===== src/rtl/cam_pkg.sv =====
// Shared types and constants for the frame readout path: FSM states, command
// byte fields and default header sync bytes.
package cam_pkg;

  typedef enum logic [2:0] {
    IDLE,
    HDR,
    WAIT_LINE,
    FETCH,
    SEND_HI,
    SEND_LO,
    WAIT_TX,
    EOL
  } state_t;

  localparam int unsigned CMD_DEC   = 0;  // two bits, [CMD_DEC +: 2]
  localparam int unsigned CMD_HDR   = 2;
  localparam int unsigned CMD_ABORT = 3;
  localparam int unsigned CMD_W16   = 4;

  localparam logic [7:0] SYNC0_DEF = 8'hA5;
  localparam logic [7:0] SYNC1_DEF = 8'h5A;

  // log2 decimation of 3 saturates to a step of 4
  function automatic logic [2:0] dec_step(input logic [1:0] dec);
    logic [2:0] s;
    if (dec >= 2'd2)      s = 3'd4;
    else if (dec == 2'd1) s = 3'd2;
    else                  s = 3'd1;
    return s;
  endfunction

endpackage


===== src/rtl/tx_byte_gate.sv =====
// Byte handshake towards uart_send: strobes only while the UART is idle and
// masks the cycle right after a strobe, before the UART has dropped idle.
module tx_byte_gate (
  input  logic       clk,
  input  logic       rst_n,
  input  logic       send_req,
  input  logic [7:0] byte_in,
  input  logic       wait_tx,
  input  logic       tx_idle,
  output logic [7:0] tx_data,
  output logic       tx_valid,
  output logic       byte_done
);

  logic ignore_q;

  always_comb begin
    tx_valid  = send_req & tx_idle;
    tx_data   = tx_valid ? byte_in : '0;
    byte_done = wait_tx & ~ignore_q & tx_idle;
  end

  always_ff @(posedge clk or negedge rst_n) begin
    if (!rst_n) ignore_q <= 1'b0;
    else        ignore_q <= tx_valid;
  end

endmodule


===== src/rtl/frame_uart_streamer.sv =====
// Frame readout controller: walks line_buffer with decimation, packs pixels
// into UART bytes with an optional header, and handles abort and frame count.
module frame_uart_streamer
  import cam_pkg::*;
#(
  parameter int unsigned H     = 752,
  parameter int unsigned V     = 480,
  parameter int unsigned DW    = 10,
  parameter logic [7:0]  SYNC0 = SYNC0_DEF,
  parameter logic [7:0]  SYNC1 = SYNC1_DEF
) (
  input  logic                 CLK,
  input  logic                 RST_N,
  input  logic [7:0]           CMD_DATA,
  input  logic                 CMD_VALID,
  input  logic                 LINE_READY,
  input  logic [DW-1:0]        PIX_DATA,
  input  logic                 TX_IDLE,
  output logic [$clog2(V)-1:0] LINE_SEL,
  output logic [$clog2(H)-1:0] COL_ADDR,
  output logic                 LINE_REL,
  output logic [7:0]           TX_DATA,
  output logic                 TX_VALID,
  output logic                 BUSY,
  output logic                 FRAME_DONE,
  output logic [7:0]           FRAME_CNT
);

  localparam int unsigned CW     = $clog2(H);
  localparam int unsigned LW     = $clog2(V);
  localparam logic        W16_OK = (DW > 8);

  state_t        state_q, state_d, from_q, from_d;
  logic [LW-1:0] line_q, line_d;
  logic [CW-1:0] col_q, col_d;
  logic [2:0]    step_q, step_d;
  logic [1:0]    dec_q, dec_d, hdr_idx_q, hdr_idx_d;
  logic          hdr_q, hdr_d, w16_q, w16_d, abort_q, abort_d, ph_q, ph_d;
  logic [DW-1:0] pix_q, pix_d;
  logic [7:0]    cnt_q, cnt_d;
  logic [15:0]   pix_ext;
  logic [CW:0]   col_nxt;
  logic [LW:0]   line_nxt;
  logic          abort_in, abort_any, send_req, byte_done, cmd_unused;
  logic [7:0]    tx_byte;

  assign abort_in   = CMD_VALID & CMD_DATA[CMD_ABORT];
  assign abort_any  = abort_q | abort_in;
  assign pix_ext    = 16'(pix_q);
  assign col_nxt    = {1'b0, col_q} + (CW+1)'(step_q);
  assign line_nxt   = {1'b0, line_q} + (LW+1)'(step_q);
  assign cmd_unused = ^CMD_DATA[7:5];

  assign LINE_SEL  = line_q;
  assign COL_ADDR  = col_q;
  assign BUSY      = (state_q != IDLE);
  assign FRAME_CNT = cnt_q;

  tx_byte_gate u_gate (
    .clk      (CLK),
    .rst_n    (RST_N),
    .send_req (send_req),
    .byte_in  (tx_byte),
    .wait_tx  (state_q == WAIT_TX),
    .tx_idle  (TX_IDLE),
    .tx_data  (TX_DATA),
    .tx_valid (TX_VALID),
    .byte_done(byte_done)
  );

  // Kept apart from the next-state logic so TX_VALID feeds back without a loop.
  // A pending abort suppresses a new byte, except the lo half of a w16 pair.
  always_comb begin
    send_req = 1'b0;
    tx_byte  = '0;
    case (state_q)
      HDR: begin
        send_req = ~abort_any;
        case (hdr_idx_q)
          2'd0:    tx_byte = SYNC0;
          2'd1:    tx_byte = SYNC1;
          2'd2:    tx_byte = cnt_q;
          default: tx_byte = {4'b0000, w16_q, hdr_q, dec_q};
        endcase
      end
      SEND_HI: begin
        send_req = ~abort_any;
        tx_byte  = pix_ext[15:8];
      end
      SEND_LO: begin
        send_req = w16_q | ~abort_any;
        tx_byte  = w16_q ? pix_ext[7:0] : pix_q[DW-1 -: 8];
      end
      default: ;
    endcase
  end

  always_comb begin
    state_d    = state_q;
    from_d     = from_q;
    line_d     = line_q;
    col_d      = col_q;
    step_d     = step_q;
    dec_d      = dec_q;
    hdr_d      = hdr_q;
    w16_d      = w16_q;
    hdr_idx_d  = hdr_idx_q;
    abort_d    = abort_q | (abort_in & (state_q != IDLE));
    ph_d       = 1'b0;
    pix_d      = pix_q;
    cnt_d      = cnt_q;
    LINE_REL   = 1'b0;
    FRAME_DONE = 1'b0;

    case (state_q)
      IDLE: begin
        abort_d = 1'b0;
        if (CMD_VALID && !CMD_DATA[CMD_ABORT]) begin
          dec_d     = CMD_DATA[CMD_DEC +: 2];
          step_d    = dec_step(CMD_DATA[CMD_DEC +: 2]);
          hdr_d     = CMD_DATA[CMD_HDR];
          w16_d     = CMD_DATA[CMD_W16] & W16_OK;
          line_d    = '0;
          col_d     = '0;
          hdr_idx_d = '0;
          state_d   = CMD_DATA[CMD_HDR] ? HDR : WAIT_LINE;
        end
      end
      HDR: begin
        if (abort_any) state_d = EOL;
        else if (TX_VALID) begin
          from_d    = HDR;
          hdr_idx_d = hdr_idx_q + 2'd1;
          state_d   = WAIT_TX;
        end
      end
      WAIT_LINE: begin
        if (abort_any)       state_d = EOL;
        else if (LINE_READY) state_d = FETCH;
      end
      FETCH: begin
        // phase 0 presents COL_ADDR, phase 1 captures the returned pixel
        if (abort_any) state_d = EOL;
        else if (!ph_q) ph_d = 1'b1;
        else begin
          pix_d   = PIX_DATA;
          state_d = w16_q ? SEND_HI : SEND_LO;
        end
      end
      SEND_HI: begin
        if (abort_any) state_d = EOL;
        else if (TX_VALID) begin
          from_d  = SEND_HI;
          state_d = WAIT_TX;
        end
      end
      SEND_LO: begin
        if (abort_any && !w16_q) state_d = EOL;
        else if (TX_VALID) begin
          from_d  = SEND_LO;
          state_d = WAIT_TX;
        end
      end
      WAIT_TX: begin
        if (byte_done) begin
          case (from_q)
            HDR: begin
              if (abort_any)              state_d = EOL;
              else if (hdr_idx_q == 2'd0) state_d = WAIT_LINE;
              else                        state_d = HDR;
            end
            SEND_HI: state_d = SEND_LO;
            default: begin
              if (abort_any) state_d = EOL;
              else if (col_nxt < (CW+1)'(H)) begin
                col_d   = col_nxt[CW-1:0];
                state_d = FETCH;
              end else state_d = EOL;
            end
          endcase
        end
      end
      EOL: begin
        LINE_REL = 1'b1;
        col_d    = '0;
        if (!(line_nxt < (LW+1)'(V)) && !abort_q) begin
          cnt_d      = cnt_q + 8'd1;
          FRAME_DONE = 1'b1;
          line_d     = '0;
          abort_d    = 1'b0;
          state_d    = IDLE;
        end else if (abort_any) begin
          line_d  = '0;
          abort_d = 1'b0;
          state_d = IDLE;
        end else begin
          line_d  = line_nxt[LW-1:0];
          state_d = WAIT_LINE;
        end
      end
      default: state_d = IDLE;
    endcase
  end

  always_ff @(posedge CLK or negedge RST_N) begin
    if (!RST_N) begin
      state_q   <= IDLE;
      from_q    <= IDLE;
      line_q    <= '0;
      col_q     <= '0;
      step_q    <= 3'd1;
      dec_q     <= '0;
      hdr_q     <= 1'b0;
      w16_q     <= 1'b0;
      hdr_idx_q <= '0;
      abort_q   <= 1'b0;
      ph_q      <= 1'b0;
      pix_q     <= '0;
      cnt_q     <= '0;
    end else begin
      state_q   <= state_d;
      from_q    <= from_d;
      line_q    <= line_d;
      col_q     <= col_d;
      step_q    <= step_d;
      dec_q     <= dec_d;
      hdr_q     <= hdr_d;
      w16_q     <= w16_d;
      hdr_idx_q <= hdr_idx_d;
      abort_q   <= abort_d;
      ph_q      <= ph_d;
      pix_q     <= pix_d;
      cnt_q     <= cnt_d;
    end
  end

endmodule

===== config.mk =====
export PLATFORM = sky130hd
export DESIGN_NAME = frame_uart_streamer
export DESIGN_NICKNAME = d
export VERILOG_FILES = /design/src/rtl/cam_pkg.sv /design/src/rtl/tx_byte_gate.sv /design/src/rtl/frame_uart_streamer.sv
export SDC_FILE = /design/constraint.sdc
export NUM_CORES = 1
export LEC_CHECK = 0
export CORE_MARGIN = 2
export CORE_UTILIZATION = 30
export DETAILED_ROUTE_END_ITERATION = 8
export PLACE_DENSITY = 0.52
export SLEW_MARGIN = 10
export SYNTH_ARGS = -nofsm -noshare
export SYNTH_HDL_FRONTEND = slang
export SYNTH_HIERARCHICAL = 1
export SYNTH_SLANG_ARGS = --single-unit

===== constraint.sdc =====
create_clock -name CLK -period 3.18 [get_ports CLK]
set_input_delay 0.318 -clock CLK [delete_from_list [all_inputs] [get_ports CLK]]
set_output_delay 0.318 -clock CLK [all_outputs]
set_load 0.05 [all_outputs]

Word level (Yosys, flattened, before mapping):

Index checks and enable logic that the tools add are counted.

* word-level logic and storage cells: 136
* output and inout port bits: 39
* flip-flop bits (word level): 55

* multiplexer cells: 56
* reductions and logical operators: 24
* magnitude comparators: 3
* bitwise logic cells: 10
* $add $sub $neg: 4
* eq/ne operators: 25

Operators with widths (count)
* $mux W3: 19
* $mux W10: 5
* $pmux W8 S3: 2
* $pmux W10 S3: 1
* $mux W9: 3
* $pmux W3 S7: 1
* $pmux W9 S2: 1
* $mux W2: 8
* $mux W8: 2
* $ne A2 B2 Y1 const B: 8
* $eq A3 B3 Y1 const B: 5
* $add A10 B3 Y11: 1
* $lt A11 B10 Y1 const B: 1
* $add A9 B3 Y10: 1
* $lt A10 B9 Y1 const B: 1
* $mux W1: 9
* $pmux W3 S3: 1
* $reduce_bool A3 Y1: 3
* $add A8 B1 Y8 const B: 1
* $reduce_and A4 Y1: 2
* $reduce_and A7 Y1: 1
* $eq A3 B1 Y1 const B: 2
* $eq A3 B2 Y1 const B: 2
* $ne A2 B1 Y1 const B: 3
* 20 further kinds: 39

Logic depth before layout (Yosys ltp):

Gate-level depths: netlist of run 1.

* depth after elaboration: 9
* mapped depth: 12
* gate-level depth less buffers: 10

Hierarchy:

The synthesis of run 1 kept the hierarchy.

By module, submodules not included
* frame_uart_streamer: cells each 365, area each 3434.5 sq um, instances 1
* tx_byte_gate: cells each 11, area each 91.3 sq um, instances 1

Worst setup path before layout of run 1:

OpenSTA, ideal clock, no wires.

* path kind: register -> register
* start point: register line_q[0], in the netlist LINE_SEL[0]
* end point: register cnt_q[7], in the netlist FRAME_CNT[7]
* data arrival time: 2.989 ns
* cell stages (with the launch flop): 9
* setup time: 0.141 ns
* buffers on the path: 0
* path slack: 0.049 ns
* data required time: 3.039 ns
* path through: dfrtp_1 ha_1 fa_1 a21o_1 a31oi_1 a211oi_4 nor4_4 nand4_1 xnor2_1

* longest elaborated chain between the ends: 5

RTL lines
* start: declaration: RTL line frame_uart_streamer.sv:34 `logic [LW-1:0] line_q, line_d;`
* start signal: assignment: RTL line frame_uart_streamer.sv:223 `line_q <= line_d;`
* $add A9 B3 Y10: RTL line frame_uart_streamer.sv:51 `assign line_nxt = {1'b0, line_q} + (LW+1)'(step_q);`
* $lt A10 B9 Y1: RTL line frame_uart_streamer.sv:186 `if (!(line_nxt < (LW+1)'(V)) && !abort_q) begin`
* $logic_not A1 Y1: RTL line frame_uart_streamer.sv:186
* $logic_and A1 B1 Y1: RTL line frame_uart_streamer.sv:186
* $reduce_and A2 Y1 (no source line)
* end signal: assignment: RTL line frame_uart_streamer.sv:233 `cnt_q <= cnt_d;`
* end: declaration: RTL line frame_uart_streamer.sv:40 `logic [7:0] cnt_q, cnt_d;`

No other way between the ends.
A chain may end at the register's enable or synchronous reset.

Worst setup path after layout of run 1:

* start point: register step_q[0]
* end point: register col_q[3], in the netlist COL_ADDR[3]

* longest elaborated chain between the ends: 6
* elaborated cells on any way between the ends: 9
* classes of those cells: 1 x add/sub; 1 x order compare; 1 x eq/ne; 5 x mux; 1 x reduce/logical

RTL lines
* start: declaration: RTL line frame_uart_streamer.sv:36 `logic [2:0] step_q, step_d;`
* start signal: assignment: RTL line frame_uart_streamer.sv:225 `step_q <= step_d;`
* $add A10 B3 Y11 *: RTL line frame_uart_streamer.sv:50 `assign col_nxt = {1'b0, col_q} + (CW+1)'(step_q);`
* parallel branches: the longest is 5 deep, another holds $lt A11 B10 Y1
* end signal: assignment: RTL line frame_uart_streamer.sv:224 `col_q <= col_d;`
* end: declaration: RTL line frame_uart_streamer.sv:35 `logic [CW-1:0] col_q, col_d;`

Every way passes the cells marked *. The select of a mux whose other input is x is not followed.

==> results.md, run 1 <==
- Outcome: finished clean
- Avg Cell Area, Syn: 9.38 sq um
- Via Count: 3,067
- Pre-antenna DRT Iters: 4
- Slew HR: 37.4%
- Worst path top cell family by delay: simple AND/OR/NAND/NOR gates
- Utilization of the core after routing: 38.9%
- DRT iter0 DRCs: 253
- TNS Setup: 0 ps
- Largest family of logic cells by synthesized area: compound AO/OA/AOI/OAI gates
- Simple-gate share of the synthesized area: 21.0%
- Max stage delay on crit path: 550 ps
- Synth top area share: 37.6%
- Cell Pwr Density: 731 nW/um^2
- Hold Crit Class: in2async
- CTS Root Cell: clkbuf_16
- Yosys reg bits: 54
- Worst Setup End Kind: register
- Final period util: 91.0%
- Share of post-route cells with drive strength above 1: 15.1%
- Pin count of the biggest net entering global routing: 41
- Gr ovfl total: 0
- Max Cap Viol: 0
- Row cnt: 39
- DRC viols: 0
- Top-count cell post-synth: dfrtp_1
- Detail Placement HPWL: 6.82 mm
- WL per Instance: 15.9 microns
- Synth area leaders: dfrtp_1, ha_1, a21oi_1, nand2_1, mux2_2
- Post-CTS Setup Repair Bufs: 0
- Maximum fanout along the worst path: 8
- RSZ-0062 raised after global routing: false
- Setup Crit Path Kind: reg2reg
- Synth Flop Type: dfrtp_1
- Clock tree sinks: 54
- Post-Synth XOR/XNOR Area: 2.70%
- Die Y: 112 microns
- Max-slew violations: 0
- Peak supply drop: 0.371 mV
- Post-synthesis adder-cell area fraction: 5.75%
- First-pass GRT wire length: 15.4 mm
- FF-to-FF Start: step_q[0]$_DFFE_PN1P_
- Yosys top cell by area: dfrtp_1
- Full die area: 12,600 sq um
- Final Critical Period: 2890 ps
- Fin. Hold Viols: 0
- WP buf/inv: 1
- Number of synthesized flops with an enable pin: 0
- Compound-Gate Fraction of Synth Area: 22.3%
- IO Count: 62
- R2r endpoint: COL_ADDR[3]$_DFFE_PN0P_
- Netlist Area Pre-Place: 3530 sq um
- P&R area growth vs syn: 26.4%
- Synthesized instance count: 376
- R2R cell count: 10
- # diodes: 0
- Slowest CP cell: dfstp_2
- Leak: 1.92 nW
- PortBufs: 58
- GPL Wtd Cong: 0.846
- Final WL: 9.22 mm
- Num CTS Buffers: 5
- Final-report setup violation count: 0
- H-tree Lvls: 2
- Worst Tran Pin Value: 939 ps
- Critical path cell sequence: ha_1 -> inv_1 -> fa_1 -> nor2b_4 -> or2_1 -> nor3_2 -> o311ai_2 -> a22oi_2 -> or3_1 -> a21oi_1
- Reg-to-reg setup timing slack: 290 ps
- Most common library cells after synthesis: dfrtp_1, nand2_1, a21oi_1
- Syn nets: 414
- YS warnings: 6
- Mux share of post-synthesis cell area: 5.68%
- Clock Path Buffers: 2
- Critical Path RT: 3390 ps
- Instance count on the critical path: 10
- Critical Path AT: 3110 ps
- Nets@finish: 475
- Die Span X: 112 microns
- Global Route Usage Sum: 14.9%
- Vias in the first global route: 3,035
- Vias/cell: 5.28
- Fraction of registers with async set/reset: 100%
- CTS Hold Bufs: 0
- Clock transition at path regs: 70 ps
- CORE AREA: 11,500 sq um
- Yosys cell types: 75
- CTS tree: done
- Post-CTS resize count: 0
- Initial antenna violation count: 0
- Post-DRT Antenna Nets: 0
- Fmax achieved: 346 MHz
- Final Skew: 7.25 ps
- Setup crit start kind: register
- Initial Utilization: 30.7%
- Worst-Skew Late Latency: 290 ps
- End of the critical path: COL_ADDR[3]$_DFFE_PN0P_
- CP Launch Point: step_q[0]$_DFFE_PN1P_
- Seq/Total Area, Yosys: 38.4%
## power breakdown
part	internal [mW]	total (mW)	switching, mW
Clock	0.372	0.624	0.252
Combinational	0.627	1.66	1.03
Sequential	0.835	0.974	0.140
Total	1.83	3.26	1.42
## routing by layer
| layer | GRT usage (%) | wire length [microns] | vias to the layer above |
|---|---|---|---|
| li1 | - | - | 1502 |
| met1 | 20.9 | 4430 | 1450 |
| met2 | 23.9 | 4200 | 93 |
| met3 | 2.75 | 410 | 22 |
| met4 | 3.66 | 183 | 0 |
| met5 | 0 | 0 | - |
## layout make-up
cell class                 count  area (sq um)
clock inverter                 2          37.5
multi-input combinational    288          2020
fill                        1168          7010
timing repair buffer          70           666
clock buffer                   6           129
inverter                      18          67.6
tap                          143           179
sequential                    54          1350
## worst min path at each step
stage | cells past startpoint | endpoint | start | slack (ps)
after detailed placement | 1 | ph_q$_DFF_PN0_ | ph_q$_DFF_PN0_ | 460
after global routing | 1 | LINE_SEL[1]$_DFFE_PN0P_ | RST_N | 240
after CTS | 1 | LINE_SEL[1]$_DFFE_PN0P_ | RST_N | 210
final | 1 | LINE_SEL[1]$_DFFE_PN0P_ | RST_N | 170
after global placement | 1 | ph_q$_DFF_PN0_ | ph_q$_DFF_PN0_ | 450
after floorplan | 0 | COL_ADDR[0]$_DFFE_PN0P_ | RST_N | 20
## cells by family (layout without fill, tap and decap cells)
kind of cell | after synthesis | after routing
compound gates | 114 | 114
mux | 18 | 18
buf+inv | 34 | 96
simple gates | 131 | 131
fa+ha+maj | 15 | 15
xor+xnor | 10 | 10
flops | 54 | 54
## registers in the layout, summed over array words and instances, names as in the netlist
register and cells:
dec_q 2, FRAME_CNT 8, state_q 3, abort_q 1, step_q 3, pix_q 10
hdr_q 1, from_q 2, ph_q 1, COL_ADDR 10, u_gate/ignore_q 1, LINE_SEL 9
w16_q 1, hdr_idx_q 2
## cells in the final DEF (no fill, tap or decap), types with 12 or more instances in the layout
| cell | synthesis | final |
|---|---|---|
| dfrtp_1 | 53 | 53 |
| clkdlybuf4s50_1 | 0 | 47 |
| nand2_1 | 37 | 37 |
| a21oi_1 | 28 | 28 |
| nor2_1 | 23 | 23 |
| buf_4 | 2 | 20 |
| inv_1 | 17 | 17 |
| o21ai_0 | 17 | 17 |
| and3_1 | 16 | 16 |
| ha_1 | 13 | 13 |
| o21ai_1 | 12 | 12 |
## stage by stage
stage	cells	instance area [sq um]	power (mW)	hold WS (ps)	worst slack, ps
2_1_floorplan	376	3530	2.16	22.4	49.5
3_3_place_gp	573	4290	2.62	450	339
3_5_place_dp	573	4290	2.64	460	305
4_1_cts	581	4460	3.29	215	256
5_1_grt	581	4460	3.52	242	67.5
6_report	581	4460	3.26	167	286
Power figures use the tool's default switching activity.
==> inputs of run 2 (changes only) <==
Settings changed: PLACE_DENSITY 0.52 to 0.54.
Clock period 3.18 ns to 2.5 ns, I/O delays scaled along.
==> run 2 against run 1 <==
Global-route usage rose by 1.1 points. Cell area is 18% higher. Core utilization grew 6.8 points. The run now ends with negative setup slack left. Power rose by 45%. Flip-flop and latch count stayed put. Largest power group unchanged. Combinational power grew 57%. Die area did not move. Hold slack got worse by 110 ps. Routed wire length rose by 11%. Critical path depth is 3 higher.
==> results.md, run 2 (synthesized netlist as in run 1, its figures left out) <==
- FILL cells: 1,071 (-8.3%)
- DRC viols: 0 (unchanged)
- GPL Wtd Cong: 0.879 (+3.9%)
- Pre-antenna DRT Iters: 4 (unchanged)
- Full die area: 12,600 sq um (unchanged)
- Clock transition at path regs: 70 ps (about the same)
- Row cnt: 39 (unchanged)
- Final period util: 109% (+18 points)
- Hold Crit Class: in2async
- PortBufs: 58 (unchanged)
- Slowest CP cell: dfstp_2
- Final WL: 10.2 mm (+11%)
- Maximum fanout along the worst path: 6 (-2)
- Setup Crit Path Kind: reg2reg
- Pin count of the biggest net entering global routing: 36 (-12%)
- Utilization of the core after routing: 45.7% (+6.8 points)
- Max stage delay on crit path: 550 ps (about the same)
- CTS Hold Bufs: 0 (unchanged)
- # diodes: 0 (unchanged)
- Leak: 2.22 nW (+15%)
- IO Count: 62 (unchanged)
- Violated checks: negative setup slack
- Cell Pwr Density: 900 nW/um^2 (+23%)
- R2R cell count: 13 (+3)
- Final-report setup violation count: 22 (+22)
- WL per Instance: 16.2 microns (+2.3%)
- Clock Path Buffers: 2 (unchanged)
- Post-DRT Antenna Nets: 0 (unchanged)
- Num CTS Buffers: 5 (unchanged)
- DRT iter0 DRCs: 237 (-6.3%)
- Worst Setup End Kind: register
- Initial Utilization: 30.7% (unchanged)
- First-pass GRT wire length: 16.4 mm (+6.5%)
- Fin. Hold Viols: 0 (unchanged)
- Global Route Usage Sum: 16.0% (+1.1 points)
- Via Count: 3,324 (+8.4%)
- Vias/cell: 5.29 (+0.27%)
- CTS tree: done
- Worst Tran Pin Value: 844 ps (-95.4 ps)
- Setup crit start kind: register
- Gr ovfl total: 0 (unchanged)
- Max Cap Viol: 0 (unchanged)
- Die Y: 112 microns (unchanged)
- Critical Path AT: 2880 ps (-230 ps)
- Share of post-route cells with drive strength above 1: 32.0% (+17 points)
- Placed Area: 4650 sq um (+8.5%)
- CTS Root Cell: clkbuf_16
- Max-slew violations: 0 (unchanged)
- Fmax achieved: 369 MHz (+6.7%)
- CORE AREA: 11,500 sq um (unchanged)
- Die Span X: 112 microns (unchanged)
- Initial antenna violation count: 0 (unchanged)
- P&R area growth vs syn: 48.6%
- Nets@finish: 522 (+9.9%)
- Outcome: complete, but fails checks
- Final Skew: 7.84 ps (+0.592 ps)
- Critical path cell sequence: buf_6 -> ha_4 -> inv_2 -> fa_2 -> nor2b_4 -> or2_4 -> nor3_4 -> o311ai_4 -> buf_4 -> a22oi_2 -> buf_6 -> o21ai_2 -> o31ai_4
- Setup ws final: -213 ps (-499 ps)
- Slew HR: 43.7% (+6.4 points)
- Final Critical Period: 2710 ps (-181 ps)
- Finished Cell Area: 5240 sq um (+18%)
- Worst-Skew Late Latency: 290 ps (about the same)
- Most common cell on crit path: buf_6
- RSZ-0062 raised after global routing: true
- Critical Path RT: 2670 ps (-720 ps)
- Vias in the first global route: 3,289 (+8.4%)
- H-tree Lvls: 2 (unchanged)
- Peak supply drop: 0.488 mV (+31%)
- Clock tree sinks: 54 (unchanged)
- Detail Placement HPWL: 7.07 mm (+3.6%)
- Most frequent cells in the layout: dfrtp_1, buf_4, clkdlybuf4s50_1
-- run 2: cell types whose count changed in the layout (fill, tap and decap cells not counted), moves of 4 or more --
cell     previous run  this run
buf_12              2        11
buf_4              20        49
buf_6               0         9
dfrtp_1            53        49
dfrtp_2             0         4
ha_1               13         9
ha_4                0         4
o21ai_1            12         6
o21ai_2             1         9
o31ai_1             6         2
-- run 2: final cells by class --
class                           count  area [sq um]  share of cell area [%]
Tap cell                          143           179                    3.41
Clock buffer                        7           143                    2.72
Sequential cell                    54          1360                    25.9
Multi-Input combinational cell    288          2290                    43.7
Clock inverter                      1          30.0                   0.573
Inverter                           18          67.6                    1.29
Timing Repair Buffer              117          1170                    22.4
-- run 2: per-stage QoR --
stage,cells,setup TNS [ps],setup slack [ps],hold WS [ps],total power [mW]
2_1_floorplan,376,-2230,-322,-45.6,2.79
3_3_place_gp,601,-363,-88.2,397,3.53
3_5_place_dp,601,-946,-169,405,3.56
4_1_cts,620,-1240,-155,89.6,4.57
5_1_grt,628,-5940,-323,118,5.05
6_report,628,-2060,-213,55.7,4.72
-- run 2: path summary, 6_finish.rpt --
path	start	end	slack (ps)
max	step_q[0]$_DFFE_PN1P_	COL_ADDR[4]$_DFFE_PN0P_	-210
min	RST_N	LINE_SEL[5]$_DFFE_PN0P_	60
max reg2reg	step_q[0]$_DFFE_PN1P_	COL_ADDR[4]$_DFFE_PN0P_	-210
min reg2reg	ph_q$_DFF_PN0_	ph_q$_DFF_PN0_	480
max in group asynchronous	RST_N	hdr_idx_q[1]$_DFFE_PN0P_	1740
min in group CLK	ph_q$_DFF_PN0_	ph_q$_DFF_PN0_	480
-- run 2: timing repair --
action                                  in CTS  in global routing
gates resized for setup                     25                 35
pin swaps                                   14                 23
buffers inserted                            13                 10
endpoints found under the setup margin      16                 36
-- run 2: routing by layer --
layer / GRT usage [%] / share of wire (%) / vias to the layer above
li1: - / - / 1599
met1: 21.9 / 46 / 1619
met2: 25.8 / 48 / 91
met3: 3.40 / 4.5 / 15
met4: 4.23 / 1.4 / 0
met5: 0 / 0 / -
-- run 2: critical path, delay by kind of cell, from the launching register on --
family,cells,cell delay (ps)
AOI/OAI and AO/OA,4,660
adders and majority gates,2,500
buffers and inverters,4,480
DFF,1,550
and+or+nand+nor,3,390
-- run 2: power by group --
group | internal (mW) | switching [mW] | leakage (nW)
logic | 1.13 | 1.48 | 1.42
clock network | 0.502 | 0.332 | 0.0841
registers | 1.06 | 0.208 | 0.716
total | 2.69 | 2.02 | 2.22
==> inputs of run 3 (changes only) <==
Settings changed: CELL_PAD_IN_SITES_DETAIL_PLACEMENT set to 1, CELL_PAD_IN_SITES_GLOBAL_PLACEMENT set to 1, PLACE_DENSITY 0.54 to 0.67.
==> run 3 against run 2 <==
The flow still finishes with violations (negative setup slack). Global-route usage grew 1.5 points. Core utilization down 1.3 points. Sequential power is essentially flat. Cell count shrank 1.3%. Clock skew fell by 2.1 ps. Non-clock buffer count decreased by 8. Via count up 0.21%. Routed wire length up 8.4%. Register-to-register slack is essentially flat. Clock power shrank 12%. First-iteration DRC count decreased by 51%. Critical path type is now reg2out. Largest cell class unchanged.
==> results.md, run 3 (synthesized netlist as in run 1, its figures left out) <==
- Outcome: complete, but fails checks
- Violated checks: negative setup slack
- Critical Path AT: 2480 ps (-400 ps)
- RSZ-0062 raised after global routing: true
- Clock tree sinks: 54 (unchanged)
- R2R cell count: 12 (-1)
- Final Skew: 5.73 ps (-2.11 ps)
- WL per Instance: 17.8 microns (+9.8%)
- Slew HR: 42.8% (-0.90 points)
- Via Count: 3,331 (+0.21%)
- FF-to-FF Start: step_q[0]$_DFFE_PN1P_
- Final Critical Period: 2730 ps (+21.4 ps)
- Die Y: 112 microns (unchanged)
- Full die area: 12,600 sq um (unchanged)
- Initial antenna violation count: 0 (unchanged)
- Vias/cell: 5.37 (+1.5%)
- GPL Wtd Cong: 0.834 (-5.1%)
- Vias in the first global route: 3,505 (+6.6%)
- Leading cell type in the layout, fill and taps excluded: dfrtp_1
- Reg-to-reg setup timing slack: -210 ps (about the same)
- Global Route Usage Sum: 17.5% (+1.5 points)
- Maximum fanout along the worst path: 3 (-3)
- Setup crit start kind: register
- Pre-antenna DRT Iters: 4 (unchanged)
- Fmax achieved: 366 MHz (-0.78%)
- Nets@finish: 514 (-1.5%)
- Placement Setup Slack: -203 ps (-33.7 ps)
- CORE AREA: 11,500 sq um (unchanged)
- CTS Hold Bufs: 0 (unchanged)
- Critical Path RT: 2250 ps (-420 ps)
- Final period util: 109% (+0.86 points)
- Die Span X: 112 microns (unchanged)
- Worst Setup End Kind: output port
- Hold Crit Class: in2async
- H-tree Lvls: 2 (unchanged)
- Max-slew violations: 0 (unchanged)
- Cell Pwr Density: 915 nW/um^2 (+1.7%)
- CTS tree: done
- Overall power: 4.66 mW (-1.1%)
- Detail Placement HPWL: 8.01 mm (+13%)
- Row cnt: 39 (unchanged)
- Initial Utilization: 30.7% (unchanged)
- IO Count: 62 (unchanged)
- DRT iter0 DRCs: 117 (-51%)
- First-pass GRT wire length: 17.8 mm (+8.5%)
- CTS Root Cell: clkbuf_16
- Setup Crit Path Kind: reg2out
- Post-DRT Antenna Nets: 0 (unchanged)
- Worst-Skew Late Latency: 300 ps (about the same)
- Peak supply drop: 0.570 mV (+17%)
- P&R area growth vs syn: 44.5%
- Max Cap Viol: 0 (unchanged)
- Num CTS Buffers: 5 (unchanged)
- Share of post-route cells with drive strength above 1: 28.9% (-3.0 points)
- Most frequent cells in the layout: dfrtp_1, clkdlybuf4s50_1, buf_4
- Final-report setup violation count: 25 (+14%)
- Clock Path Buffers: 2 (unchanged)
- Pin count of the biggest net entering global routing: 36 (unchanged)
- Leak: 2.16 nW (-2.6%)
- # diodes: 0 (unchanged)
- R2r endpoint: COL_ADDR[3]$_DFFE_PN0P_
- DRC viols: 0 (unchanged)
- Worst Tran Pin Value: 857 ps (+13.6 ps)
- Setup ws final: -235 ps (-21.4 ps)
- Gr ovfl total: 0 (unchanged)
- Clock transition at path regs: 70 ps (about the same)
- Final WL: 11.1 mm (+8.4%)
- PortBufs: 58 (unchanged)
- Fin. Hold Viols: 0 (unchanged)
run 3: cell types whose count changed in the layout (fill, tap and decap cells not counted), sizes merged:
cell	delta
clkdlybuf4s50	+1
dlymetal6s2s	-1
buf	-8
bufinv	-1
clkinv	+1
run 3: final cells by class:
cell class                 count  area, sq um
fill                        1309         6370
multi-input combinational    288         2240
sequential                    54         1360
timing repair buffer         109         1100
tap                          143          179
clock buffer                   7          143
inverter                      18         67.6
clock inverter                 1         5.00
run 3: how the worst max path moves through the flow:
stage	startpoint	end	slack, ps	cells past startpoint
global route	step_q[0]$_DFFE_PN1P_	COL_ADDR[3]$_DFFE_PN0P_	-360	12
detailed placement	step_q[0]$_DFFE_PN1P_	COL_ADDR[4]$_DFFE_PN0P_	-200	11
finish	step_q[0]$_DFFE_PN1P_	FRAME_DONE	-230	10
floorplan	LINE_SEL[0]$_DFFE_PN0P_	FRAME_CNT[6]$_DFFE_PN0P_	-320	8
CTS	step_q[0]$_DFFE_PN1P_	FRAME_DONE	-360	10
global placement	step_q[0]$_DFFE_PN1P_	COL_ADDR[5]$_DFFE_PN0P_	-90	11
run 3: timing repair:
item | CTS | global route
setup endpoints to repair | 20 | 31
buffers inserted | 8 | 4
resized for setup | 17 | 25
cloned | 0 | 0
pin swaps | 12 | 16
run 3: critical path: stages, from the launching register on:
cell and delay, ps:
dfstp_2 540, buf_6 100, ha_4 130, fa_2 200, a21o_1 160, nor4b_4 270
a211oi_4 120, buf_4 160, nor4_4 240, buf_12 150, buf_12 120
run 3: where the power goes:
part	switching, mW	internal, mW	total (mW)	leakage (nW)
combinational	1.53	1.13	2.66	1.37
clock	0.330	0.399	0.729	0.0739
sequential	0.204	1.06	1.27	0.716
total	2.06	2.60	4.66	2.16
run 3: metal layers:
layer	wire length, microns	track usage [%]	vias up	part of all wire, %
met5	0	0	-	0
met4	108	4.72	0	0.98
met3	345	2.92	8	3.1
met2	5670	30.2	59	51
met1	4940	22.8	1681	45
li1	-	-	1583	-
run 3: stage by stage:
| stage | TNS (ps) | utilization (%) | cell area, sq um | std cells | hold WS [ps] |
|---|---|---|---|---|---|
| CTS | -3310 | 43.2 | 4950 | 616 | 96.5 |
| finish | -2690 | 44.4 | 5090 | 620 | 57.2 |
| detailed placement | -1670 | 40.6 | 4660 | 600 | 423 |
| floorplan | -2230 | - | 3570 | 376 | -45.6 |
| global route | -6470 | 44.4 | 5090 | 620 | 125 |
| global placement | -401 | 40.6 | 4660 | 600 | 401 |
